[src/rtl/weighted_sum_sched.sv]
// weighted_sum_sched
//   Arbitrates two requesters (group A: n0..n2, group B: n3..n5) onto one
//   shift-add datapath computing K0*x0 + K1*x1 + K2*x2. Each computation
//   spends one cycle per weighted term and then holds the result on a
//   valid/ready output until it is consumed.
//
// Ports
//   clk, rst_n          : clock, synchronous active-low reset
//   mode[1:0]           : 00/11 round-robin, 01 fixed priority A, 10 fixed priority B
//   req_a, n0..n2       : group A request (level) and operands
//   ack_a               : group A operands captured this cycle
//   req_b, n3..n5       : group B request (level) and operands
//   ack_b               : group B operands captured this cycle
//   out_valid/out_ready : result handshake
//   out_n, out_id       : weighted sum and its source (0 = A, 1 = B)
//   busy                : high whenever the sequencer is not idle
module weighted_sum_sched #(
    parameter int unsigned W_IN  = 6,
    parameter int unsigned W_OUT = 10,
    parameter int unsigned K0    = 3,
    parameter int unsigned K1    = 4,
    parameter int unsigned K2    = 5
) (
    input  logic             clk,
    input  logic             rst_n,
    input  logic [1:0]       mode,
    input  logic             req_a,
    input  logic [W_IN-1:0]  n0,
    input  logic [W_IN-1:0]  n1,
    input  logic [W_IN-1:0]  n2,
    output logic             ack_a,
    input  logic             req_b,
    input  logic [W_IN-1:0]  n3,
    input  logic [W_IN-1:0]  n4,
    input  logic [W_IN-1:0]  n5,
    output logic             ack_b,
    output logic             out_valid,
    input  logic             out_ready,
    output logic [W_OUT-1:0] out_n,
    output logic             out_id,
    output logic             busy
);

    typedef enum logic [2:0] {
        S_IDLE,
        S_ACC0,
        S_ACC1,
        S_ACC2,
        S_DONE
    } state_t;

    state_t            r_state;
    state_t            w_next_state;

    logic              r_last;     // most recent grant: 0 = A, 1 = B
    logic [W_IN-1:0]   r_op0;
    logic [W_IN-1:0]   r_op1;
    logic [W_IN-1:0]   r_op2;
    logic [W_OUT-1:0]  r_acc;
    logic [W_OUT-1:0]  r_out_n;
    logic              r_out_id;

    logic              w_grant_a;
    logic              w_grant_b;
    logic              w_ack_a;
    logic              w_ack_b;
    logic [W_OUT-1:0]  w_term;

    // Constant multiply unrolled into shifted adds of the operand, one per
    // set bit of the weight; the result wraps modulo 2^W_OUT.
    function automatic logic [W_OUT-1:0] mul_const(input logic [W_OUT-1:0] op,
                                                   input int unsigned     k);
        logic [W_OUT-1:0] sum;
        sum = '0;
        for (int unsigned i = 0; i < W_OUT && i < 32; i++) begin
            if (((k >> i) & 32'd1) != 32'd0)
                sum = sum + (op << i);
        end
        return sum;
    endfunction

    // Arbitration: a lone request always wins; a tie is resolved by mode.
    always_comb begin
        w_grant_a = 1'b0;
        w_grant_b = 1'b0;
        if (req_a && req_b) begin
            unique case (mode)
                2'b01:   w_grant_a = 1'b1;
                2'b10:   w_grant_b = 1'b1;
                default: begin
                    w_grant_a = r_last;
                    w_grant_b = ~r_last;
                end
            endcase
        end else begin
            w_grant_a = req_a;
            w_grant_b = req_b;
        end
    end

    assign w_ack_a = (r_state == S_IDLE) & w_grant_a & rst_n;
    assign w_ack_b = (r_state == S_IDLE) & w_grant_b & rst_n;

    // Weighted term contributed in the current accumulate cycle.
    always_comb begin
        w_term = '0;
        unique case (r_state)
            S_ACC0:  w_term = mul_const(W_OUT'(r_op0), K0);
            S_ACC1:  w_term = mul_const(W_OUT'(r_op1), K1);
            S_ACC2:  w_term = mul_const(W_OUT'(r_op2), K2);
            default: w_term = '0;
        endcase
    end

    always_ff @(posedge clk) begin
        if (!rst_n)
            r_state <= S_IDLE;
        else
            r_state <= w_next_state;
    end

    always_comb begin
        w_next_state = r_state;
        unique case (r_state)
            S_IDLE:  if (w_ack_a || w_ack_b) w_next_state = S_ACC0;
            S_ACC0:  w_next_state = S_ACC1;
            S_ACC1:  w_next_state = S_ACC2;
            S_ACC2:  w_next_state = S_DONE;
            S_DONE:  if (out_ready) w_next_state = S_IDLE;
            default: w_next_state = S_IDLE;
        endcase
    end

    always_ff @(posedge clk) begin
        if (!rst_n) begin
            r_last   <= 1'b1;
            r_op0    <= '0;
            r_op1    <= '0;
            r_op2    <= '0;
            r_acc    <= '0;
            r_out_n  <= '0;
            r_out_id <= 1'b0;
        end else if (w_ack_a || w_ack_b) begin
            r_op0    <= w_ack_b ? n3 : n0;
            r_op1    <= w_ack_b ? n4 : n1;
            r_op2    <= w_ack_b ? n5 : n2;
            r_out_id <= w_ack_b;
            r_last   <= w_ack_b;
            r_acc    <= '0;
        end else if (r_state == S_ACC0 || r_state == S_ACC1) begin
            r_acc    <= r_acc + w_term;
        end else if (r_state == S_ACC2) begin
            // Final term goes straight into the output register.
            r_out_n  <= r_acc + w_term;
        end
    end

    assign ack_a     = w_ack_a;
    assign ack_b     = w_ack_b;
    assign out_valid = (r_state == S_DONE);
    assign out_n     = r_out_n;
    assign out_id    = r_out_id;
    assign busy      = (r_state != S_IDLE);

endmodule

[config.mk]
export PLATFORM = sky130hd
export DESIGN_NAME = weighted_sum_sched
export DESIGN_NICKNAME = d
export VERILOG_FILES = /design/src/rtl/weighted_sum_sched.sv
export SDC_FILE = /design/constraint.sdc
export NUM_CORES = 1
export LEC_CHECK = 0
export ABC_CLOCK_PERIOD_IN_PS = 6400
export CAP_MARGIN = 20
export CORE_ASPECT_RATIO = 0.9
export CORE_UTILIZATION = 35
export CTS_CLUSTER_SIZE = 16
export DETAILED_ROUTE_END_ITERATION = 10
export PLACE_DENSITY = 0.57
export RECOVER_POWER = 50
export SLEW_MARGIN = 40
export SYNTH_ARGS = -nofsm -noshare
export SYNTH_HDL_FRONTEND = slang
export SYNTH_SLANG_ARGS = --single-unit
[constraint.sdc]
create_clock -name clk -period 6.4 [get_ports clk]
set_clock_uncertainty 0.05 [all_clocks]
set_input_delay 1.28 -clock clk [delete_from_list [all_inputs] [get_ports clk]]
set_output_delay 1.28 -clock clk [all_outputs]
set_load 0.02 [all_outputs]
==> results of run 1 <==
worst register-to-register path, cell delays in order (launching register included):
cell,delay [ns]
dfxtp_1,0.36
ha_1,0.24
fa_1,0.41
a21o_1,0.18
a21oi_1,0.22
nor2_1,0.08
a221oi_1,0.29
o22ai_1,0.13
ha_1,0.40
nand4_1,0.11
a211oi_1,0.07
or4_1,0.50
nand3_1,0.11
a21oi_1,0.07
flip-flops by register name (all words and copies together) (netlist names):
register  cells
out_n        10
r_acc        10
r_op0         6
r_op1         6
r_op2         6
r_state       3
out_id        1
r_last        1
routing by layer:
metal	part of all wire, %	vias to the layer above	track usage (%)
met5	0	-	0
met4	0.91	0	3.66
met3	3.4	7	3.05
met2	46	53	27.5
met1	50	1131	20.8
li1	-	1335	-
per-stage QoR:
stage	std cells	worst slack, ns	total power, mW
global route	488	1.31	0.746
global placement	480	1.52	0.532
floorplan	344	2.51	0.474
detailed placement	480	1.48	0.535
CTS	488	1.48	0.710
finish	488	1.48	0.695
where the power goes:
group	switching [mW]	internal, mW	leakage (nW)
logic	0.115	0.0980	1.17
registers	0.0255	0.288	0.351
clock network	0.0921	0.0768	0.0422
layout by cell type (no fill, tap or decap), drive strengths merged, types with 2 or more instances in the layout:
cell	instances
a211oi	7
a21o	6
a21oi	25
a22oi	2
a31oi	2
and2	4
buf	2
clkbuf	8
clkdlybuf4s50	43
dfxtp	43
dlygate4sd3	14
fa	3
ha	21
inv	16
mux2	2
mux2i	19
nand2	36
nand2b	3
nand3	36
nand4	5
nor2	17
nor2b	4
nor3	2
o211ai	4
o21ai	24
o21bai	2
o22ai	2
o31ai	4
or3	3
or4	6
xnor2	6
xor2	4
cells by family (layout without fill, tap and decap cells):
logic type,Yosys count,in the layout
buffers and inverters,39,84
flip-flops,43,43
AND/OR/NAND/NOR,120,120
multiplexers,21,21
adder cells (fa/ha/maj),24,24
XOR/XNOR,10,10
AO/OA/AOI/OAI,87,87
area by class of cell:
| type | count | area, um2 | share of cell area [%] |
|---|---|---|---|
| Multi-Input combinational cell | 262 | 1880 | 52.2 |
| Sequential cell | 43 | 861 | 24.0 |
| Timing Repair Buffer | 60 | 589 | 16.4 |
| Tap cell | 99 | 124 | 3.45 |
| Clock buffer | 7 | 76.3 | 2.13 |
| Inverter | 16 | 60.1 | 1.67 |
| Clock inverter | 1 | 5.00 | 0.139 |
worst paths after layout:
kind              end  slack (ns)  cells after the start
max reg2reg  out_n[8]        3.06                     13
max             ack_b        1.48                      7
min reg2reg    out_id        0.39                      2
min            out_id        0.39                      2
==> metrics.md, run 1 <==
| Metric | Value |
|---|---|
| # IOs | `58` |
| Largest family of logic cells by synthesized area | `simple AND/OR/NAND/NOR gates` |
| Unique cell type count in the Yosys netlist | `50` |
| Critical path's top delay family | `buffers and inverters` |
| Tcrit/Tclk final | `between 70% and 80%` |
| Setup bufs post-CTS | `0` |
| Setup_tns | `0 ns` |
| Root buffer cell | `clkbuf_8` |
| Post-synth EDFFs | `0` |
| Most frequent cell after synthesis | `dfxtp_1` |
| Final setup viols | `0` |
| CTS Buf Count | `5` |
| CTS clk-pin slew, worst paths | `0.08 ns` |
| Critical-path top delay cell | `clkdlybuf4s50_1` |
| Crit path max fanout | `28` |
| Synth Area in Compound Gates | `roughly 21%` |
| Placement Cell Area | `~0.0035 mm2` |
| Drt pass-1 iters | `4` |
| Vias | `between 2,000 and 3,000` |
| Post-synthesis register bit count | `43` |
| CTS resizes | `0` |
| Hold Crit Class | `reg2reg` |
| Vias in the first global route | `around 2,400` |
| Setup CP Type | `in2out` |
| Rows | `31` |
| GRT overflow | `0` |
| MaxCap Viol Count | `0` |
| Antenna cell count | `0` |
| Maximum VDD drop | `around 85 uV` |
| Post-route ant nets | `0` |
| Post-DR vias/cell | `5.18` |
| CTS tree | `built` |
| CP Capture Type | `output port` |
| CTS Sinks | `43` |
| Top cells by area, synth | `dfxtp_1 29%, ha_1 8.9%, mux2i_1 6.4%` |
| RSZ-0062 raised after global routing | `false` |
| Max-slew headroom | `12.1%` |
| Share of the synthesized area in the top cell type | `a little under 30%` |
| First-pass GRT wire length | `between 10,000 and 15,000 um` |
| Post-synthesis sequential area ratio | `29.2%` |
| Final Hold Fails | `0` |
| Hold WS | `roughly 0.39 ns` |
| Initial Util | `a little over a third` |
| CP startpoint kind | `primary input` |
| Peak Freq | `about 200 MHz` |
| Synth area leader | `dfxtp_1` |
| Final Core Density | `44.3%` |
| Post-synthesis mux area share | `slightly above 7%` |
| Synthesized area | `0.00295 mm2` |
| Final wirelength | `between 6000 and 7000 um` |
| Synth Area in Simple Gates | `between 20 and 25%` |
| Initial DRC Count | `90` |
| Die Area | `around 0.0088 mm2` |
| Hold Buf Count CTS | `0` |
| Mean area per synthesized cell | `approximately 8.6 um2` |
| Crit Reg-Reg Startpoint | `r_op0[1]` |
| Drc violations | `0` |
| Most used flip-flop cell after synthesis | `dfxtp_1` |
| Worst EP arrival | `about 3.6 ns` |
| Core Area | `0.00811 mm2` |
| Worst-Margin Slew | `around 1.3 ns` |
| Worst Path Buf+Inv | `5` |
| Synthesized Nets | `slightly above 400` |
| Cell mode on critical path | `inv_1` |
| Slew Limit Fails | `0` |
| Commonest cells in the netlist | `43 x dfxtp_1, 36 x nand2_1, 25 x a21oi_1` |
| Xor/xnor cell area share of the yosys netlist | `2.97%` |
| Initial antenna violation count | `0` |
| Critical Path Source | `rst_n` |
| Final instance area | `0.00359 mm2` |
| Clock tree buffer depth | `2` |
| Layout area overhead | `21.8%` |
| Outcome | `complete, no violations` |
| Static Leak | `1.56 nW` |
| Post-synthesis adder-cell area fraction | `10.9%` |
| Clock Latency Late Sink | `between 0.2 and 0.3 ns` |
| Post-synth ARST share | `0%` |
| Synth Instances | `344` |
| Pwr/cell area | `about 190 mW/mm2` |
| GRT Resource Usage Total | `15.9%` |
| Hpwl dp | `around 5000 um` |
| Crit-path cells | `dlygate4sd3_1 > buf_4 > inv_1 > nor2_1 > nand3_1 > inv_1 > clkdlybuf4s50_1` |
| Final Wtd Congestion | `roughly 0.84` |
| Die H | `between 80 and 90 um` |
| Ys Warns | `0` |
| CP peak stage delay | `0.61 ns` |
| Filler cell count | `approximately 850` |
| HP Start | `out_id` |
| Critical Path RT | `5.07 ns` |
| Die Wd | `between 90 and 100 um` |
| Layout cells sized above 1 | `between 10 and 15%` |
| Final min period | `about 4.9 ns` |
| Post-detailed-route wirelength per cell | `~14 um` |
| IO buf count | `57` |
| Largest net degree at the start of global routing | `37` |
| Final nets | `between 400 and 500` |
| CTS H-tree lvls | `2` |
Power figures use the tool's default switching activity.
==> inputs of run 2 (changes only) <==
--- a/config.mk
+++ b/config.mk
@@ -5,7 +5,7 @@
 export SDC_FILE = /design/constraint.sdc
 export NUM_CORES = 1
 export LEC_CHECK = 0
-export ABC_CLOCK_PERIOD_IN_PS = 6400
+export ABC_CLOCK_PERIOD_IN_PS = 4600
 export CAP_MARGIN = 20
 export CORE_ASPECT_RATIO = 0.9
 export CORE_UTILIZATION = 35
==> constraint.sdc (replaced) <==
create_clock -name clk -period 4.6 [get_ports clk]
set_clock_uncertainty 0.05 [all_clocks]
set_input_delay 0.92 -clock clk [delete_from_list [all_inputs] [get_ports clk]]
set_output_delay 0.92 -clock clk [all_outputs]
set_load 0.02 [all_outputs]
==> metrics.md, run 2 (same netlist as run 1, synthesis figures left out) <==
| Metric | Value |
|---|---|
| Outcome | `complete, no violations` |
| Root buffer cell | `clkbuf_8` |
| Final Wtd Congestion | `a little under 0.8` |
| Commonest non-fill, non-tap cell in the layout | `clkdlybuf4s50_1` |
| Peak Freq | `roughly 250 MHz` |
| Post-DR vias/cell | `roughly 5.2` |
| R2r setup slk | `about 1.3 ns` |
| CTS tree | `built` |
| Most frequent cells in the layout | `44 x clkdlybuf4s50_1, 43 x dfxtp_1, 36 x nand2_1` |
| Static Leak | `approximately 1.6 nW` |
| Hold Buf Count CTS | `0` |
| Rows | `31` |
| Power Total | `around 1 mW` |
| # IOs | `58` |
| Core Area | `between 0.008 and 0.009 mm2` |
| CP Capture Type | `output port` |
| Setup WS post-layout | `0.549 ns` |
| Final min period | `4.05 ns` |
| Pwr/cell area | `between 200 and 300 mW/mm2` |
| Cell-internal power | `0.673 mW` |
| Hold Crit Class | `reg2reg` |
| Initial antenna violation count | `0` |
| Hold Path Depth | `2` |
| CTS H-tree lvls | `2` |
| RSZ-0062 raised after global routing | `false` |
| MaxCap Viol Count | `0` |
| Critical Path RT | `~3.6 ns` |
| Vias | `around 2,600` |
| Largest net degree at the start of global routing | `37` |
| GRT Resource Usage Total | `between 10% and 20%` |
| R2r endpoint | `r_acc[9]` |
| Maximum VDD drop | `about 120 uV` |
| Antenna cell count | `0` |
| Switching power total | `0.323 mW` |
| Setup CP Type | `in2out` |
| Final instance area | `0.00361 mm2` |
| Post-Place Worst Slack | `0.604 ns` |
| Sw Share | `between 30% and 40%` |
| CTS Sinks | `between 40 and 50` |
| R2R depth | `13` |
| Final setup viols | `0` |
| Layout cells sized above 1 | `between 10 and 15%` |
| Setup bufs post-CTS | `0` |
| Clock power frac | `approximately 27%` |
| CTS clk-pin slew, worst paths | `0.08 ns` |
| Final Hold Fails | `0` |
| Die H | `89.1 um` |
| Drt pass-1 iters | `4` |
| Sequential share of power | `a little over two fifths` |
| Die Wd | `about 100 um` |
| Final nets | `456` |
| Post-route ant nets | `0` |
| Hpwl dp | `4930 um` |
| Hold Path End | `out_id` |
| Drc violations | `0` |
| Initial Util | `approximately 36%` |
| Worst EP arrival | `3.08 ns` |
| CP startpoint kind | `primary input` |
| Die Area | `roughly 0.009 mm2` |
| Clock Latency Late Sink | `~0.30 ns` |
| IO buf count | `57` |
| Crit path max fanout | `4` |
| Initial DRC Count | `70` |
| Slew Limit Fails | `0` |
| Tcrit/Tclk final | `88.1%` |
| Worst-Margin Slew | `1.31 ns` |
| Filler cell count | `roughly 800` |
| Layout area overhead | `22.5%` |
| Placement Cell Area | `~0.0035 mm2` |
| Post-detailed-route wirelength per cell | `13.1 um` |
| Max-slew headroom | `around 12%` |
| First-pass GRT wire length | `around 11,000 um` |
| Clock tree buffer depth | `2` |
| Crit Reg-Reg Startpoint | `r_op2[0]` |
| CTS resizes | `0` |
| HP Start | `out_id` |
| Vias in the first global route | `between 2,000 and 2,500` |
| Final wirelength | `approximately 6400 um` |
| Setup_tns | `0 ns` |
| GRT overflow | `0` |
| CTS Buf Count | `5` |
| Combinational group share of total power | `between 20% and 30%` |
## run 2: stage by stage
step	hold slack [ns]	utilization [%]	instances
global placement	0.383	43.5	481
detailed placement	0.392	43.5	481
floorplan	0.386	-	344
finish	0.393	44.6	489
global route	0.417	44.6	489
CTS	0.405	44.7	489
## run 2: power by group through the flow
stage          clock (mW)  sequential [mW]  combinational, mW
2_1_floorplan           0            0.432              0.228
3_3_place_gp            0            0.445              0.295
3_5_place_dp            0            0.445              0.298
4_1_cts             0.281            0.436              0.299
5_1_grt             0.294            0.441              0.327
6_report            0.268            0.436              0.292
## run 2: final cells by class
| type | count | area [um2] | area share (%) |
|---|---|---|---|
| Multi-Input combinational cell | 262 | 1880 | 51.9 |
| Timing Repair Buffer | 61 | 593 | 16.4 |
| Clock buffer | 8 | 100 | 2.77 |
| Inverter | 16 | 60.1 | 1.66 |
| Sequential cell | 43 | 861 | 23.8 |
| Tap cell | 99 | 124 | 3.43 |
## run 2: per-layer routing
layer | up-vias | share of wire (%) | GRT usage [%]
met5 | - | 0 | 0
met4 | 0 | 1.1 | 4.88
met3 | 8 | 3.5 | 3.21
met2 | 51 | 45 | 27.5
met1 | 1149 | 50 | 19.9
li1 | 1343 | - | -
## run 2: worst max-delay path by stage
stage / startpoint / to / slack [ns] / cells past startpoint
finish: mode[0] / ack_b / 0.55 / 8
global route: mode[0] / ack_b / 0.41 / 8
CTS: mode[0] / ack_b / 0.60 / 8
detailed placement: mode[0] / ack_b / 0.60 / 8
global placement: mode[0] / ack_b / 0.64 / 8
floorplan: mode[0] / ack_b / 1.43 / 7
## run 2: critical path: stages
cell and delay [ns]:
dlygate4sd3_1 0.56, inv_1 0.06, ha_1 0.33, and2_0 0.18
o21ai_0 0.17, nand3_1 0.17, inv_1 0.10, clkdlybuf4s50_1 0.60
==> inputs of run 3 (changes only) <==
--- a/config.mk
+++ b/config.mk
@@ -5,12 +5,12 @@
 export SDC_FILE = /design/constraint.sdc
 export NUM_CORES = 1
 export LEC_CHECK = 0
-export ABC_CLOCK_PERIOD_IN_PS = 4600
+export ABC_CLOCK_PERIOD_IN_PS = 4900
 export CAP_MARGIN = 20
-export CORE_ASPECT_RATIO = 0.9
 export CORE_UTILIZATION = 35
 export CTS_CLUSTER_SIZE = 16
 export DETAILED_ROUTE_END_ITERATION = 10
+export GPL_TIMING_DRIVEN = 0
 export PLACE_DENSITY = 0.57
 export RECOVER_POWER = 50
 export SLEW_MARGIN = 40
==> constraint.sdc (replaced) <==
create_clock -name clk -period 4.9 [get_ports clk]
set_clock_uncertainty 0.05 [all_clocks]
set_input_delay 0.98 -clock clk [delete_from_list [all_inputs] [get_ports clk]]
set_output_delay 0.98 -clock clk [all_outputs]
set_load 0.02 [all_outputs]
==> metrics.md, run 3 (same netlist as run 1, synthesis figures left out) <==
| Metric | Value |
|---|---|
| Setup bufs post-CTS | `0` |
| # IOs | `58` |
| Final nets | `about 470` |
| Drc violations | `0` |
| Crit-path cells | `dlygate4sd3_1 > inv_1 > ha_1 > and2_1 > o21ai_0 > nand3_1 > clkbuf_1 > inv_1 > clkdlybuf4s50_1` |
| Pwr/cell area | `around 270 mW/mm2` |
| Final Hold Fails | `0` |
| RSZ-0062 raised after global routing | `false` |
| Worst EP arrival | `3.50 ns` |
| Post-detailed-route wirelength per cell | `between 10 and 15 um` |
| Final setup viols | `0` |
| CTS Sinks | `43` |
| CP Capture Type | `output port` |
| CP peak stage delay | `between 0.5 and 0.6 ns` |
| Vias | `2,635` |
| First-pass GRT wire length | `around 12,000 um` |
| Setup CP Type | `in2out` |
| Tcrit/Tclk final | `about 93%` |
| Hold WS | `about 0.40 ns` |
| Antenna cell count | `0` |
| Initial Util | `approximately 36%` |
| Cell mode on critical path | `inv_1` |
| Final Wtd Congestion | `~0.86` |
| CTS H-tree lvls | `2` |
| Layout cells sized above 1 | `approximately an eighth` |
| Hold Path Depth | `2` |
| Layout area overhead | `26.7%` |
| Static Leak | `about 1.6 nW` |
| Hold Buf Count CTS | `0` |
| Die Wd | `93.8 um` |
| Setup_tns | `0 ns` |
| Drt pass-1 iters | `4` |
| Max-slew headroom | `51.1%` |
| Filler cell count | `between 800 and 900` |
| Initial DRC Count | `between 100 and 150` |
| IO buf count | `56` |
| Critical path's top delay family | `buffers and inverters` |
| GRT Resource Usage Total | `between 15 and 20%` |
| Most frequent cells in the layout | `43 x clkdlybuf4s50_1, 43 x dfxtp_1, 36 x nand2_1` |
| Die Area | `between 0.008 and 0.009 mm2` |
| Rows | `33` |
| Crit path max fanout | `10` |
| Critical-path top delay cell | `clkbuf_1` |
| R2R depth | `14` |
| Peak Freq | `221 MHz` |
| MaxCap Viol Count | `0` |
| Initial antenna violation count | `0` |
| Post-route ant nets | `0` |
| Maximum VDD drop | `roughly 160 uV` |
| Power Total | `0.991 mW` |
| CP startpoint kind | `primary input` |
| Worst Path Buf+Inv | `5` |
| Core Area | `approximately 0.0082 mm2` |
| CP Depth | `9` |
| Hpwl dp | `between 5000 and 6000 um` |
| Final wirelength | `7030 um` |
| CTS tree | `built` |
| Critical Path RT | `around 3.9 ns` |
| Final min period | `4.53 ns` |
| Final instance area | `about 0.0037 mm2` |
| CTS clk-pin slew, worst paths | `around 0.09 ns` |
| GRT overflow | `0` |
| Post-DR vias/cell | `around 5.1` |
| Outcome | `complete, no violations` |
| Worst-Margin Slew | `about 0.73 ns` |
| CTS resizes | `0` |
| Largest net degree at the start of global routing | `14` |
| Die H | `around 94 um` |
| Hold Crit Class | `reg2reg` |
| Placement Cell Area | `0.00364 mm2` |
| Clock tree buffer depth | `2` |
| Vias in the first global route | `between 2,000 and 3,000` |
| Clock Latency Late Sink | `0.30 ns` |
| Slew Limit Fails | `0` |
| CTS Buf Count | `5` |
| Root buffer cell | `clkbuf_8` |
run 3: stage by stage:
step / setup slack, ns / cells / util, %
floorplan: 1.61 / 344 / -
global placement: 0.426 / 505 / 44.5
detailed placement: 0.412 / 505 / 44.5
CTS: 0.382 / 512 / 45.8
global route: 0.113 / 512 / 45.7
finish: 0.366 / 512 / 45.7
run 3: path summary, 6_finish.rpt:
check / from / endpoint / slack [ns]
worst max register to register: r_op0[1] / out_n[9] / 1.38
worst min register to register: out_id / out_id / 0.40
worst max-delay path: mode[0] / ack_b / 0.37
worst min-delay path: out_id / out_id / 0.40
run 3: final cells by class:
cell class | instances | area [um2] | share of cell area (%)
inverter | 16 | 60.1 | 1.61
clock inverter | 2 | 37.5 | 1.00
tap | 105 | 131 | 3.52
clock buffer | 5 | 68.8 | 1.84
timing repair buffer | 56 | 561 | 15.0
buffer | 23 | 138 | 3.68
multi-input combinational | 262 | 1880 | 50.3
sequential | 43 | 861 | 23.0
run 3: routing by layer:
metal / vias to the layer above / part of all wire (%) / global-route usage (%)
met1: 1212 / 48 / 21.8
met4: 0 / 0.92 / 3.85
li1: 1359 / - / -
met5: - / 0 / 0
met2: 59 / 48 / 29.8
met3: 5 / 3.1 / 2.99
run 3: worst register-to-register path, stage by stage, from the launching register on:
cell and delay [ns]:
dfxtp_1 0.37, ha_1 0.24, fa_1 0.42, a21o_1 0.18, a21oi_1 0.24, xnor2_1 0.10, a22oi_1 0.19, a21oi_1 0.11
ha_1 0.31, clkbuf_1 0.31, nand3_1 0.19, a21oi_1 0.18, a211oi_1 0.09, or4_1 0.42, nand3_1 0.07
run 3: report_power, final:
part / total (mW) / switching (mW) / internal [mW]
clock: 0.283 / 0.133 / 0.149
combinational: 0.305 / 0.165 / 0.140
sequential: 0.403 / 0.0268 / 0.376
==> RTL edit 1 (config.mk and constraints of run 2) <==
Change the parameter `W_IN` from 6 to 3.
--- a/src/rtl/weighted_sum_sched.sv
+++ b/src/rtl/weighted_sum_sched.sv
@@ -15,7 +15,7 @@
 //   out_n, out_id       : weighted sum and its source (0 = A, 1 = B)
 //   busy                : high whenever the sequencer is not idle
 module weighted_sum_sched #(
-    parameter int unsigned W_IN  = 6,
+    parameter int unsigned W_IN  = 3,
     parameter int unsigned W_OUT = 10,
     parameter int unsigned K0    = 3,
     parameter int unsigned K1    = 4,
Interface: changed (6 resized); port bits go from 58 to 40. No check against the original RTL was run, so the function may have changed too.
==> RTL edit 1 against run 2 <==
- clock power fell by 24%
- final area shrank 31%
- synthesized cell count is 34% lower
- synthesized area is 32% lower
- sequential cell count decreased by 9
- wire length shrank 35%
- power shrank 32%
- sequential share of layout area increased by 3.6 points
- count of clock-buffer cells in the layout down 1
- die area shrank 32%
- non-clock buffer count shrank 19
- setup slack better by 34 ps
- largest cell class unchanged
==> RTL edit 1: results (changes against run 2) <==
Parameter                              Value

Outcome
  Run status ... completed (unchanged)

Yosys
  Compound-gate portion of the synthesized area ... 0.185 (was 0.206)
  Cell types occupying the most area after synthesis ... dfxtp_1 34%, ha_1 8.2%, mux2i_1 7.5% (was dfxtp_1 29%, ha_1 8.9%, mux2i_1 6.4%)
  Synth cell count leaders ... 34 x dfxtp_1, 22 x nor2_1, 15 x mux2i_1, 15 x o21ai_0, 14 x nand2_1 (was 43 x dfxtp_1, 36 x nand2_1, 25 x a21oi_1)
  Mean area per synthesized cell ... 8.81 um2 (was 8.57 um2)

Setup path
  Critical-path maximum fanout ... 3 (was 4)
  Arrival time of the worst setup path ... 3050 ps (was 3080 ps)
  Slowest CP cell ... dlygate4sd3_1 (was clkdlybuf4s50_1)

Route
  Detail-routed net length per standard cell ... 12.5 um (was 13.1 um)
  Routed wl met2 ... 1760 um (was 2910 um)
  Length of routed wiring on met1 ... 2210 um (was 3200 um)
  Met3 Routed Length ... 170 um (was 222 um)
  Vias ... 1638 (was 2551)

Power
  Part of the total power dissipated in sequential elements ... 0.485 (was 0.438)
  Leakage power ... 1.06 nW (was 1.57 nW)

GRT
  Met1 usage in global routing ... 0.224 (was 0.199)
  All-layer global routing usage ... 0.163 (was 0.158)
  Maximum number of pins on one net before global-route repair ... 19 (was 37)
  Met3 usage ... 0.0373 (was 0.0321)

Timing
  Worst Hold Margin ... 407 ps (was 393 ps)
  Tightest Pin Transition ... 996 ps (was 1310 ps)

Cells and area
  Combined flip-flop and latch cell area ... 681 um2 (was 861 um2)
  Non-CTS inverters ... 13 (was 16)

Place
  Instance area at placement ... 2430 um2 (was 3530 um2)
  Total of buffers placed on input and output ports ... 39 (was 57)
  Weighted congestion at the end of routability-driven global placement ... 0.782 (was 0.786)

Clocking
  Later-pin clock latency in the skew report ... 280 ps (was 300 ps)
[RTL edit 1: cell count changes in the layout (fill, tap and decap cells not counted), moves of 8 or more]
| cell | delta |
|---|---|
| nand2_1 | -22 |
| nand3_2 | -12 |
| o21ai_0 | +10 |
| nand3_1 | -13 |
| o21ai_2 | -18 |
| dfxtp_1 | -9 |
| clkdlybuf4s50_1 | -17 |
| a21oi_1 | -12 |
| ha_1 | -8 |
[RTL edit 1: worst max-delay path, delay by kind of cell]
kind / cells / cell delay, ps
compound gates: 1 / 440
fa+ha+maj: 1 / 310
buf+inv: 4 / 1230
simple gates: 1 / 150
[RTL edit 1: worst max path at each step]
stage               startpoint    end  slack [ps]  depth (start not counted)
finish                 mode[0]  ack_b         580                          7
global placement       mode[0]  ack_a         740                          7
floorplan              mode[0]  ack_b        1600                          6
CTS                    mode[0]  ack_a         700                          7
global route           mode[0]  ack_b         440                          7
detailed placement     mode[0]  ack_a         710                          7
==> RTL edit 2 (settings of run 2) <==
Without the edit above. Encoding of `state_t`: now one-hot (5 bits for 5 states).
--- a/src/rtl/weighted_sum_sched.sv
+++ b/src/rtl/weighted_sum_sched.sv
@@ -41,12 +41,12 @@
     output logic             busy
 );
 
-    typedef enum logic [2:0] {
-        S_IDLE,
-        S_ACC0,
-        S_ACC1,
-        S_ACC2,
-        S_DONE
+    typedef enum logic [4:0] {
+        S_IDLE = 5'b00001,
+        S_ACC0 = 5'b00010,
+        S_ACC1 = 5'b00100,
+        S_ACC2 = 5'b01000,
+        S_DONE = 5'b10000
     } state_t;
 
     state_t            r_state;
Formal check against the unedited RTL: same outputs for any inputs over 4 cycles, from zero or initial values and one cycle with rst_n low; so few cycles prove little.
==> RTL edit 2 against run 2 <==
- count of clock-buffer cells in the layout is 2 lower
- combinational power rose by 74%
- wire length grew 3.1%
- non-clock buffer count down 2
- sequential cell count grew 2
- sequential power rose by 23%
- setup slack better by 53 ps
- power increased by 29%
- final area fell by 2.7%
- critical endpoint unchanged
- synthesized area decreased by 4.8%
==> RTL edit 2: results (changes against run 2) <==
Parameter                              Value

Yosys
  Synth Net Count ... 405 (was 411)
  Mean area per synthesized cell ... 8.31 um2 (was 8.57 um2)
  Synthesized-area fraction occupied by xor and xnor cells ... 0.0343 (was 0.0297)
  Synth cell count leaders ... 45 x dfxtp_1, 39 x nand2_1, 29 x o21ai_0 (was 43 x dfxtp_1, 36 x nand2_1, 25 x a21oi_1)
  Register area share after synthesis ... 0.321 (was 0.292)
  Cell types occupying the most area after synthesis ... dfxtp_1 32%, ha_1 9.4%, mux2i_1 8.9% (was dfxtp_1 29%, ha_1 8.9%, mux2i_1 6.4%)
  Adder and majority cell fraction of the synthesized area ... 0.115 (was 0.109)
  Count of distinct cell types in the synthesized netlist ... 49 (was 50)
  Compound-gate portion of the synthesized area ... 0.190 (was 0.206)
  Portion of netlist area occupied by mux cells ... 0.0891 (was 0.0721)

Place
  Post-placement setup slack ... 677 ps (was 604 ps)
  Weighted congestion at the end of routability-driven global placement ... 0.842 (was 0.786)
  Instance area at placement ... 3440 um2 (was 3530 um2)
  Final HPWL DP ... 4990 um (was 4930 um)

Outcome
  Run status ... completed (unchanged)

Cells and area
  Nets ... 454 (was 456)
  Filler-free cell count of the finished design ... 484 (was 489)
  Proportion of layout cells with a drive suffix above 1 ... 0.0309 (was 0.110)

GRT
  Met1 usage in global routing ... 0.213 (was 0.199)
  All-layer global routing usage ... 0.167 (was 0.158)
  Met2 usage in global routing ... 0.283 (was 0.275)
  Met3 usage ... 0.0340 (was 0.0321)
  First-pass GRT wire length ... 10700 um (was 11000 um)
  Vias in the first global route ... 2328 (was 2342)
  Maximum number of pins on one net before global-route repair ... 30 (was 37)

Setup path
  Critical-path maximum fanout ... 3 (was 4)
  FF-to-FF path depth ... 11 (was 13)
  Launch point of the worst reg-to-reg path ... r_state[4]$_SDFFE_PN0P_ (was r_op2[0]$_SDFFE_PN0P_)
  Arrival time of the worst setup path ... 3030 ps (was 3080 ps)

Clocking
  Number of buffers created by CTS ... 5 (unchanged)

Route
  Routed via count divided by cell count ... 5.28 (was 5.22)
  Routed wl met2 ... 3130 um (was 2910 um)
  Detail-routed net length per standard cell ... 13.6 um (was 13.1 um)
  Met3 Routed Length ... 302 um (was 222 um)
  Drt pass-1 iters ... 5 (was 4)
  Number of violations reported at the end of detailed-routing iteration 0 ... 65 (was 70)

Power
  Leakage power ... 1.49 nW (was 1.57 nW)
  Max VDD drop ... 0.000178 V (was 0.000116 V)

Timing
  Final hold violation count ... 0 (unchanged)
-- RTL edit 2: cell types whose count changed after synthesis, sizes merged, moves of 3 or more --
cell,run 2,this run
o221ai,0,3
buf,12,7
o31ai,4,1
nand3,36,23
and3,1,5
a21oi,25,22
o21ai,24,29
nand2,36,40
nor2,17,14
mux2i,19,25
-- RTL edit 2: path summary, 6_finish.rpt --
kind | endpoint | slack (ps)
max reg2reg | out_n[9]$_SDFFE_PN0P_ | 1030
min | out_id$_SDFFE_PN0P_ | 400
max | ack_b | 600
min reg2reg | out_id$_SDFFE_PN0P_ | 400
-- RTL edit 2: final cells by class --
type | count | area [um2]
fillers | 800 | 4140
multi-input cells | 260 | 1770
flip-flops and latches | 45 | 901
repair buffers | 59 | 582
well taps | 96 | 120
clock buffers | 6 | 72.6
inverters | 16 | 60.1
clock inverters | 2 | 10.0
-- RTL edit 2: report_power, final --
part / switching (mW) / internal (mW)
Clock: 0.138 / 0.106
Combinational: 0.285 / 0.222
Sequential: 0.0729 / 0.465
Total: 0.496 / 0.792
